--- config.mk ---
export PLATFORM = sky130hd
export DESIGN_NAME = gray_sum_ctrl
export DESIGN_NICKNAME = d
export VERILOG_FILES = /design/src/rtl/gray_pkg.sv /design/src/rtl/adder.sv /design/src/rtl/gray_sum_ctrl.sv
export SDC_FILE = /design/constraint.sdc
export NUM_CORES = 1
export LEC_CHECK = 0
export BUFFER_PORTS_ARGS = -buffer_cell sky130_fd_sc_hd__clkbuf_2
export CAP_MARGIN = 20
export CORE_MARGIN = 4
export CORE_UTILIZATION = 64
export CTS_CLUSTER_SIZE = 40
export DETAILED_ROUTE_END_ITERATION = 8
export PLACE_DENSITY = 0.86
export SYNTH_ARGS = -nofsm -noshare
export SYNTH_HDL_FRONTEND = slang
export SYNTH_SLANG_ARGS = --single-unit
--- constraint.sdc ---
create_clock -name aclk -period 4.7 [get_ports aclk]
set_input_delay 0.47 -clock aclk [delete_from_list [all_inputs] [get_ports aclk]]
set_output_delay 0.47 -clock aclk [all_outputs]
set_load 0.1 [all_outputs]
--- src/rtl/gray_pkg.sv ---
// Shared definitions for the grayscale conversion controller.
//   - default channel/accumulator widths and luma weights
//   - FSM state encoding
//   - step counter width for the default pixel width
package gray_pkg;

  localparam int PIX_W_DEF  = 8;
  localparam int ACC_W_DEF  = 16;

  localparam int COEF_R_DEF = 77;
  localparam int COEF_G_DEF = 150;
  localparam int COEF_B_DEF = 29;

  // One step per coefficient bit per channel.
  localparam int STEP_W_DEF = $clog2(3 * PIX_W_DEF);

  typedef enum logic [1:0] {
    IDLE  = 2'd0,
    ACCUM = 2'd1,
    DONE  = 2'd2
  } state_t;

endpackage

--- src/rtl/adder.sv ---
// Plain unsigned WIDTH-bit adder; the carry out is dropped (modulo 2**WIDTH).
// Ports:
//   a, b : operands
//   s    : a + b truncated to WIDTH bits
module adder #(
  parameter int WIDTH = 16
) (
  input  logic [WIDTH-1:0] a,
  input  logic [WIDTH-1:0] b,
  output logic [WIDTH-1:0] s
);

  assign s = a + b;

endmodule

--- src/rtl/gray_sum_ctrl.sv ---
// Grayscale pixel controller: Y = (R*COEF_R + G*COEF_G + B*COEF_B) >> PIX_W,
// computed bit-serially through a single shared adder (one coefficient bit
// per cycle, 3*PIX_W cycles per pixel, fixed latency).
// Ports:
//   aclk, aresetn        : clock, asynchronous active-low reset
//   in_valid/in_ready    : RGB input handshake; in_rgb = {R, G, B}
//   out_valid/out_ready  : gray output handshake; out_gray held while stalled
//   busy                 : high while a pixel is being accumulated or waiting
//
// state | meaning
// IDLE  | waiting for a pixel, in_ready high
// ACCUM | one shift-and-add step per cycle over R, G, B coefficient bits
// DONE  | result valid, waiting for out_ready
module gray_sum_ctrl
  import gray_pkg::*;
#(
  parameter int PIX_W  = PIX_W_DEF,
  parameter int ACC_W  = ACC_W_DEF,
  parameter int COEF_R = COEF_R_DEF,
  parameter int COEF_G = COEF_G_DEF,
  parameter int COEF_B = COEF_B_DEF
) (
  input  logic               aclk,
  input  logic               aresetn,
  input  logic               in_valid,
  output logic               in_ready,
  input  logic [3*PIX_W-1:0] in_rgb,
  output logic               out_valid,
  input  logic               out_ready,
  output logic [PIX_W-1:0]   out_gray,
  output logic               busy
);

  localparam int STEP_W = $clog2(3 * PIX_W);
  localparam int IDX_W  = (PIX_W > 1) ? $clog2(PIX_W) : 1;

  localparam logic [PIX_W-1:0]  COEF_R_V  = COEF_R[PIX_W-1:0];
  localparam logic [PIX_W-1:0]  COEF_G_V  = COEF_G[PIX_W-1:0];
  localparam logic [PIX_W-1:0]  COEF_B_V  = COEF_B[PIX_W-1:0];
  localparam logic [STEP_W-1:0] G_BASE    = STEP_W'(PIX_W);
  localparam logic [STEP_W-1:0] B_BASE    = STEP_W'(2 * PIX_W);
  localparam logic [STEP_W-1:0] LAST_STEP = STEP_W'(3 * PIX_W - 1);

  state_t             state_q, state_d;
  logic [PIX_W-1:0]   r_q, g_q, b_q;
  logic [ACC_W-1:0]   acc_q;
  logic [STEP_W-1:0]  step_q;
  logic [PIX_W-1:0]   gray_q;

  logic [PIX_W-1:0]   chan;
  logic [PIX_W-1:0]   coef;
  logic [IDX_W-1:0]   bit_idx;
  logic [ACC_W-1:0]   term;
  logic [ACC_W-1:0]   sum;
  logic               accept;
  logic               last_step;

  adder #(.WIDTH(ACC_W)) u_adder (
    .a (acc_q),
    .b (term),
    .s (sum)
  );

  // Select channel and coefficient bit for the current step, then form the
  // partial product chan << i (or zero when that coefficient bit is clear).
  always_comb begin
    chan    = '0;
    coef    = '0;
    bit_idx = '0;
    if (step_q < G_BASE) begin
      chan    = r_q;
      coef    = COEF_R_V;
      bit_idx = IDX_W'(step_q);
    end else if (step_q < B_BASE) begin
      chan    = g_q;
      coef    = COEF_G_V;
      bit_idx = IDX_W'(step_q - G_BASE);
    end else begin
      chan    = b_q;
      coef    = COEF_B_V;
      bit_idx = IDX_W'(step_q - B_BASE);
    end
    term = coef[bit_idx] ? (ACC_W'(chan) << bit_idx) : '0;
  end

  // Gated by aresetn so the source sees in_ready low for the whole reset.
  assign in_ready  = (state_q == IDLE) && aresetn;
  assign accept    = in_valid && (state_q == IDLE);
  assign last_step = (step_q == LAST_STEP);
  assign out_valid = (state_q == DONE);
  assign busy      = (state_q == ACCUM) || (state_q == DONE);
  assign out_gray  = gray_q;

  always_comb begin
    state_d = state_q;
    case (state_q)
      IDLE:    if (in_valid) state_d = ACCUM;
      ACCUM:   if (last_step) state_d = DONE;
      DONE:    if (out_ready) state_d = IDLE;
      default: state_d = IDLE;
    endcase
  end

  always_ff @(posedge aclk or negedge aresetn) begin
    if (!aresetn) begin
      state_q <= IDLE;
    end else begin
      state_q <= state_d;
    end
  end

  always_ff @(posedge aclk or negedge aresetn) begin
    if (!aresetn) begin
      r_q    <= '0;
      g_q    <= '0;
      b_q    <= '0;
      acc_q  <= '0;
      step_q <= '0;
      gray_q <= '0;
    end else if (accept) begin
      r_q    <= in_rgb[3*PIX_W-1:2*PIX_W];
      g_q    <= in_rgb[2*PIX_W-1:PIX_W];
      b_q    <= in_rgb[PIX_W-1:0];
      acc_q  <= '0;
      step_q <= '0;
    end else if (state_q == ACCUM) begin
      acc_q  <= sum;
      step_q <= step_q + 1'b1;
      // Capture the final sum directly so out_gray is stable from DONE entry.
      if (last_step) gray_q <= sum[2*PIX_W-1:PIX_W];
    end
  end

endmodule

==> Yosys cells after proc, flatten, opt, wreduce, memory -nomap -nowiden <==
Index checks and enable logic that the tools add are counted.
{ "op_classes": {"addsub": 4, "n_lt_le_gt_ge": 3, "n_eq_ne": 6, "shift": 1, "n_mux": 17, "bitwise": 1, "reduce_logical": 7} }
{ "op_table": {"columns": ["op", "count"], "rows": [
  ["$mux 16", 3],
  ["$mux 8", 4],
  ["$add 16x16->16", 1],
  ["$shl 8x3->16", 1],
  ["$mux 5", 2],
  ["$mux 2", 3],
  ["$mux 3", 2],
  ["$pmux 2 s3", 1],
  ["$reduce_and 3->1", 2],
  ["$sub 3x1->3 const B", 2],
  ["$add 5x1->5 const B", 1],
  ["$eq 5x5->1 const B", 1],
  ["$lt 5x4->1 const B", 1],
  ["$lt 5x5->1 const B", 1],
  ["$lt 3x4->1 const B", 1],
  ["$ne 2x2->1 const B", 2],
  ["$bmux 1 s3", 1],
  ["$eq 2x1->1 const B", 1],
  ["$eq 2x2->1 const B", 1],
  ["$logic_and 1x1->1", 2],
  ["$logic_not 2->1", 1],
  ["$ne 2x1->1 const B", 1],
  ["$reduce_bool 2->1", 1],
  ["$logic_or 1x1->1", 1],
  ["2 further kinds", 2]
]} }
{ "totals": {"ff_bits": 55, "output_inout_bits": 11, "wordCells": 46} }

==> Longest topological paths before layout <==
Gate-level depths: netlist of run 1.
{ "logic_depth": {"ltp_word": 9, "depth_mapped": 16} }

==> Modules after synthesis <==
A second synthesis of run 1 with hierarchy kept.
{ "hier_totals": {"cells_unflattened": 354, "hier_area_um2": 3719.8} }
{ "modules_own_cells": {"columns": ["mod", "n_inst", "cells_each", "area_each_um2"], "rows": [
  ["gray_sum_ctrl", 1, 256, 2995.4],
  ["adder", 1, 98, 724.4]
]} }

==> Worst setup path after synthesis of run 1 <==
Ideal clock, no wire load.
{ "synth_path": {"path_kind": "reg-to-reg", "startpoint": "register step_q[3]", "endpoint": "register acc_q[15]", "setup_time_ns": 0.124, "arrival_ns": 3.102, "slack_ns": 1.474, "path_stages_with_launch": 17, "path_buffers": 3, "path_cell_list": "dfrtp_1 -> buf_2 -> buf_2 -> mux2i_1 -> nor2_1 -> a21oi_1 -> mux2i_1 -> o21ai_0 -> o22ai_1 -> ha_1 -> buf_6 -> a21o_1 -> a21o_1 -> a2111o_1 -> a311oi_1 -> or4_1 -> nand2_1"} }
{ "synth_between": {"elab_chain_cells": 9} }
{ "synth_lines": {"columns": ["element", "line_no", "source"], "rows": [
  ["start: declaration", "gray_sum_ctrl.sv:47", "logic [STEP_W-1:0] step_q;"],
  ["start signal: assignment", "gray_sum_ctrl.sv:128", "step_q <= step_q + 1'b1;"],
  ["$lt 5x5->1", "gray_sum_ctrl.sv:74", "end else if (step_q < B_BASE) begin"],
  ["$mux 8 or $mux 3 (tied branches)", "gray_sum_ctrl.sv:74", null],
  ["$mux 8 or $mux 3 (tied branches)", "gray_sum_ctrl.sv:70", "if (step_q < G_BASE) begin"],
  ["$bmux 1 s3", "gray_sum_ctrl.sv:83", "term = coef[bit_idx] ? (ACC_W'(chan) << bit_idx) : '0;"],
  ["$mux 1 (not written as such)", "gray_sum_ctrl.sv:83", null],
  ["$mux 16 (*)", "gray_sum_ctrl.sv:83", null],
  ["$add 16x16->16 (*)", "adder.sv:13", "assign s = a + b;"],
  ["$mux 16 (*)", "gray_sum_ctrl.sv:126", "end else if (state_q == ACCUM) begin"],
  ["$mux 16 (*)", "gray_sum_ctrl.sv:120", "end else if (accept) begin"],
  ["end signal: assignment", "gray_sum_ctrl.sv:127", "acc_q <= sum;"],
  ["end: declaration", "gray_sum_ctrl.sv:46", "logic [ACC_W-1:0] acc_q;"]
]} }
Every way passes the cells marked *; elsewhere a longest branch is shown, timed or not. The select of a mux whose other input is x is not followed.
A chain may end at the register's enable or synchronous reset.

==> Worst setup path after layout of run 1 <==
Same ends and word-level chain as after synthesis.

==> flow_metrics.py, run 1 <==
metrics = {
    "sta": {
        "finalSetupTns_ns": 0,
        "worst-slew-pin-transition_ns": 1.04,
        "setup_violations": 0,
        "period_share_pct": 82.8,
        "clock.fmax_ghz": 0.257,
        "skew_ns": 0.00930,
        "hold_viol": 0,
        "slew_headroom_pct": 30.4,
        "rsz0062_at_grt": "no",
        "finalCriticalPeriod_ns": 3.89,
        "setup_slack_ns": 0.809,
        "slew_violations": 0,
    },
    "worst_setup_path": {
        "cp_top_family": "compound AO/OA/AOI/OAI gates",
        "cp_slowest_cell": "dfrtp_1",
        "cpPeakStageDelay_ns": 0.79,
        "critPathArrivalTime_ns": 4.09,
        "crit_chain": "mux2_2 -> mux2i_1 -> mux2i_1 -> o21ai_0 -> o22ai_1 -> ha_1 -> a21o_1 -> a21o_1 -> a2111o_1 -> a311oi_1 -> or4_1 -> nand2_1",
        "startpoint_type": "register",
        "critPathMaxFanout": 18,
        "crit_type": "reg -> reg",
        "cp.required_ns": 4.90,
        "end_kind": "register",
        "crit_buf_inv": 0,
    },
    "placed_design": {
        "place_hpwl_um": 5570,
        "gp_congestion": 0.912,
        "dpl_worst_slack_ns": 0.878,
        "port_buffers": 38,
    },
    "clocking": {
        "cts_buffer_depth": 2,
        "cts_tree": "done",
        "cts.sink_count": 55,
        "cts_resized": 0,
        "ctsHoldBuffers": 0,
        "cts_post_setup_buffers_inserted": 0,
        "clk_transition_reported_paths_ns": 0.10,
        "insertion_delay_ns": 0.32,
        "clock-root-buffer": "clkbuf_8",
        "cts_buffers": 5,
        "h-tree-depth": 2,
    },
    "outcome": {
        "outcome": "finished, final reports clean",
    },
    "floorplan": {
        "die_area_um2": 6920,
        "core_area_um2": 5510,
        "ios": 39,
        "rows": 27,
        "start_util_pct": 65.7,
        "die_y_um": 83.2,
        "die_w_um": 83.2,
    },
    "synth": {
        "yosys.area_share.simple_pct": 20.9,
        "synth_area_leaders": "dfrtp_1 (38%), nand2_1 (9.9%), mux2i_1 (7.2%), ha_1 (6.9%), nor2_1 (3.8%)",
        "yosysTopAreaCell": "dfrtp_1",
        "synth_top_family_by_area": "simple AND/OR/NAND/NOR gates",
        "synth-edff-count": 0,
        "ys_seq_area_share_pct": 38.1,
        "async_reset_ff_share_pct": 100,
        "synthTopCellsByCount": "nand2_1 (95), dfrtp_1 (55), nor2_1 (37)",
        "synth_compound_area_share_pct": 15.2,
        "ys.flop_type": "dfrtp_1",
        "yosys.area_share.xor_xnor_pct": 4.36,
        "synth_warnings": 0,
        "synth_nets": 468,
        "synthMuxAreaShare_pct": 10.0,
        "synth-seq-cells": 55,
        "syn-instance-count": 419,
        "synth_cell_types": 53,
        "synth-adder-area-share_pct": 7.47,
        "synth_area_um2": 3620,
        "syn_avg_cell_area_um2": 8.63,
        "yosysMostFrequentCell": "nand2_1",
        "synth_top_cell_area_share_pct": 38.1,
    },
    "grt": {
        "grt_pass1_vias": 2884,
        "antenna_found_initial": 0,
        "grt_max_degree": 57,
        "track_usage_pct": 23.6,
        "grt_pass1_wl_um": 13700,
        "grt_overflow": 0,
    },
    "hold_path": {
        "hold_class": "in -> async",
    },
    "drt": {
        "antenna_left": 0,
        "wl_um": 7790,
        "wl_per_cell_um": 15.2,
        "drt_iter0_markers": 294,
        "drtPass1Iterations": 5,
        "post_drt_via_cell_ratio": 5.94,
        "dr_total_vias": 3055,
        "post-route-drc-count": 0,
    },
    "finish": {
        "nFillCells": 435,
        "multiInputGateArea_um2": 2090,
        "layout-drive-gt1-share_pct": 14.5,
        "regArea_um2": 1380,
        "area_growth_pct": 7.99,
        "final_util_pct": 70.9,
        "nNetsFinal": 490,
        "antenna_cells": 0,
    },
    "pwr": {
        "power_density_nw_per_um2": 615,
        "total_power_w": 0.00240,
        "p_leak_nw": 1.92,
        "ir_drop_uv": 627,
    },
    "flow_run": {
        "cap_violations": 0,
    },
}
## path summary, 6_finish.rpt
check / start / end / slack (ns) / cells after the start
hold reg to reg: b_q[3] / b_q[3] / 0.49 / 2
setup reg to reg: step_q[3] / acc_q[15] / 0.81 / 12
min in group aclk: in_rgb[15] / g_q[7] / 0.33 / 3
max in group asynchronous: aresetn / acc_q[0] / 3.99 / 2
hold / removal: aresetn / acc_q[13] / 0.27 / 2
setup / recovery: step_q[3] / acc_q[15] / 0.81 / 12
## state kept, by name, indices dropped and copies added, names as in the netlist
name	cells
b_q	8
out_gray	8
r_q	8
state_q	2
acc_q	16
step_q	5
g_q	8
## where the power goes
group	total, W	leakage, nW	switching, W	internal [W]
clock	0.000275	0.0491	0.000165	0.000110
sequential	0.000770	0.678	0.000137	0.000633
combinational	0.00136	1.20	0.000836	0.000521
total	0.00240	1.92	0.00114	0.00126
## placed cells by master (no fill, tap or decap), types with 10 or more instances in the layout
cell and n:
a21oi_1 19, clkbuf_2 38, dfrtp_1 55, ha_1 20, mux2i_1 26, nand2_1 95, nand3_1 11, nor2_1 37
o21ai_0 11, o21ai_1 10, xnor2_1 10
## metrics by stage
stage          hold slack, ns  instances  cell area [um2]
3_5_place_dp            0.463        506             3810
2_1_floorplan           0.174        419             3620
3_3_place_gp            0.461        506             3810
6_report                0.275        514             3910
5_1_grt                 0.327        514             3910
4_1_cts                 0.295        514             3910
## layout make-up
cell class / instances / area share (%)
clock buffers: 5 / 1.76
clock inverters: 3 / 0.673
inverters: 8 / 0.769
multi-input cells: 329 / 53.6
flip-flops and latches: 55 / 35.2
well taps: 72 / 2.31
repair buffers: 42 / 5.64
## worst register-to-register path, stage by stage, from the launching register on
cell,delay [ns]
dfrtp_1,0.79
mux2_2,0.41
mux2i_1,0.21
mux2i_1,0.13
o21ai_0,0.35
o22ai_1,0.15
ha_1,0.42
a21o_1,0.22
a21o_1,0.20
a2111o_1,0.38
a311oi_1,0.30
or4_1,0.16
nand2_1,0.05
## routing by layer
metal  routed length [um]  vias up  GRT usage, %
li1                     -     1489             -
met1                 3580     1438          34.0
met2                 3590      113          36.9
met3                  459       15          3.77
met4                  162        0          6.98
met5                    0        -             0
## kinds of logic after synthesis
| group | after synthesis |
|---|---|
| simple gates | 172 |
| compound gates | 83 |
| flops | 55 |
| buf+inv | 35 |
| mux | 35 |
| fa+ha+maj | 21 |
| xor+xnor | 18 |
Power figures use the tool's default switching activity.
==> run 2, diff against run 1 <==
Settings changed: CORE_UTILIZATION 64 to 59, PLACE_DENSITY 0.86 to 0.8.
Clock period 4.7 ns to 3.7 ns, I/O delays scaled along.
==> run 2 against run 1 <==
  * Critical path depth up 2
  * Global-route usage shrank 0.33 points
  * Count of clock-buffer cells in the layout unchanged
  * Wire length is 5.2% higher
  * Sequential share of layout area is 1.2 points lower
  * Via count shrank 0.20%
==> flow_metrics.py, run 2 (same netlist as run 1, synthesis figures left out) <==
metrics = {
    "placed_design": {
        "port_buffers": 38,
        "dpl_worst_slack_ns": 0.0482,
        "place_hpwl_um": 5910,
        "gp_congestion": 0.964,
    },
    "worst_setup_path": {
        "startpoint_type": "register",
        "critPathArrivalTime_ns": 3.77,
        "end_kind": "register",
        "crit_chain": "buf_2 -> mux2_2 -> mux2i_1 -> mux2i_1 -> mux2i_1 -> mux2_2 -> nor2_1 -> ha_4 -> and4_4 -> a21o_1 -> a2111o_1 -> a311oi_2 -> or4_1 -> nand2_1",
        "cpPeakStageDelay_ns": 0.48,
        "critPathMaxFanout": 8,
        "cp.required_ns": 3.90,
        "cp_slowest_cell": "dfrtp_2",
        "crit_buf_inv": 1,
        "crit_type": "reg -> reg",
        "crit_top_cell": "mux2i_1",
        "cp_top_family": "multiplexers",
    },
    "sta": {
        "finalCriticalPeriod_ns": 3.56,
        "clock.fmax_ghz": 0.281,
        "skew_ns": 0.0108,
        "whs_ns": 0.224,
        "slew_headroom_pct": 54.1,
        "setup_slack_ns": 0.139,
        "hold_viol": 0,
        "period_share_pct": 96.3,
        "worst-slew-pin-transition_ns": 0.689,
        "setup_violations": 0,
        "finalSetupTns_ns": 0,
        "slew_violations": 0,
    },
    "clocking": {
        "ctsHoldBuffers": 0,
        "cts_tree": "done",
        "h-tree-depth": 2,
        "clk_transition_reported_paths_ns": 0.10,
        "cts_buffers": 5,
        "cts.sink_count": 55,
        "cts_buffer_depth": 2,
        "clock-root-buffer": "clkbuf_8",
        "insertion_delay_ns": 0.32,
    },
    "grt": {
        "grt_overflow": 0,
        "grt_pass1_vias": 2913,
        "grt_max_degree": 56,
        "grt_pass1_wl_um": 14000,
        "antenna_found_initial": 0,
        "track_usage_pct": 23.3,
    },
    "outcome": {
        "outcome": "finished, final reports clean",
    },
    "pwr": {
        "ir_drop_uv": 554,
        "total_power_w": 0.00320,
        "p_leak_nw": 1.99,
        "power_density_nw_per_um2": 790,
    },
    "finish": {
        "regMostFlops": "acc_q",
        "final_cell_mix": "nand2_1 (95), dfrtp_1 (53), clkbuf_2 (38)",
        "layout-drive-gt1-share_pct": 18.1,
        "nFillCells": 452,
        "multiInputGateArea_um2": 2130,
        "final_util_pct": 68.4,
        "largest_reg_flops": 16,
        "antenna_cells": 0,
        "regArea_um2": 1380,
        "area_growth_pct": 12.1,
        "final_common_cell": "nand2_1",
        "nNetsFinal": 502,
    },
    "floorplan": {
        "rows": 28,
        "die_w_um": 86.3,
        "die_area_um2": 7450,
        "core_area_um2": 5920,
        "ios": 39,
        "start_util_pct": 61.1,
        "die_y_um": 86.3,
    },
    "drt": {
        "post-route-drc-count": 0,
        "antenna_left": 0,
        "wl_um": 8200,
        "drt_iter0_markers": 231,
        "post_drt_via_cell_ratio": 5.76,
        "drtPass1Iterations": 4,
        "wl_per_cell_um": 15.5,
        "dr_total_vias": 3049,
    },
    "hold_path": {
        "hold_class": "in -> async",
    },
    "flow_run": {
        "cap_violations": 0,
    },
}
==> run 2: worst reg2reg max path, stage by stage, from the launching register on <==
cell and delay, ns:
dfrtp_2 0.48, buf_2 0.18, mux2_2 0.23, mux2i_1 0.09
mux2i_1 0.33, mux2i_1 0.15, mux2_2 0.28, nor2_1 0.20
ha_4 0.27, and4_4 0.17, a21o_1 0.18, a2111o_1 0.40
a311oi_2 0.29, or4_1 0.15, nand2_1 0.05
==> run 2: what timing repair did <==
action	4_1_cts	5_1_grt
endpoints found under the setup margin	1	15
gates resized for setup	1	8
setup buffers	0	4
cloned	0	0
endpoints found under the hold margin	0	0
==> run 2: final timing paths <==
check / to / depth (start not counted) / slack, ns / start
min: out_gray[5] / 2 / 0.22 / aresetn
max: acc_q[15] / 14 / 0.14 / step_q[3]
min reg2reg: r_q[5] / 2 / 0.48 / r_q[5]
max in group asynchronous: step_q[1] / 2 / 2.96 / aresetn
max reg2reg: acc_q[15] / 14 / 0.14 / step_q[3]
min in group aclk: r_q[5] / 3 / 0.23 / in_rgb[21]
==> run 2: routing by layer <==
layer	wire, um	global-route usage [%]	vias to the layer above
met2	4010	37.5	68
li1	-	-	1524
met5	0	0	-
met4	102	5.81	0
met3	319	3.42	13
met1	3760	33.3	1444
==> run 2: metrics by stage <==
step | cell area [um2] | cells
after floorplan | 3620 | 419
after global placement | 3870 | 517
after detailed placement | 3870 | 517
after CTS | 3990 | 525
after global routing | 4050 | 529
final | 4050 | 529
==> run 2: where the power goes <==
part	internal (W)	switching, W	leakage (nW)
logic	0.000725	0.00108	1.26
clock network	0.000204	0.000207	0.0548
registers	0.000804	0.000183	0.675
==> run 2: cell type report <==
type                       instances  share of cell area, %
clock buffer                       5                   1.70
clock inverter                     3                   1.14
inverter                           8                  0.741
multi-input combinational        329                   52.5
sequential                        55                   34.0
tap                               75                   2.32
timing repair buffer              54                   7.59
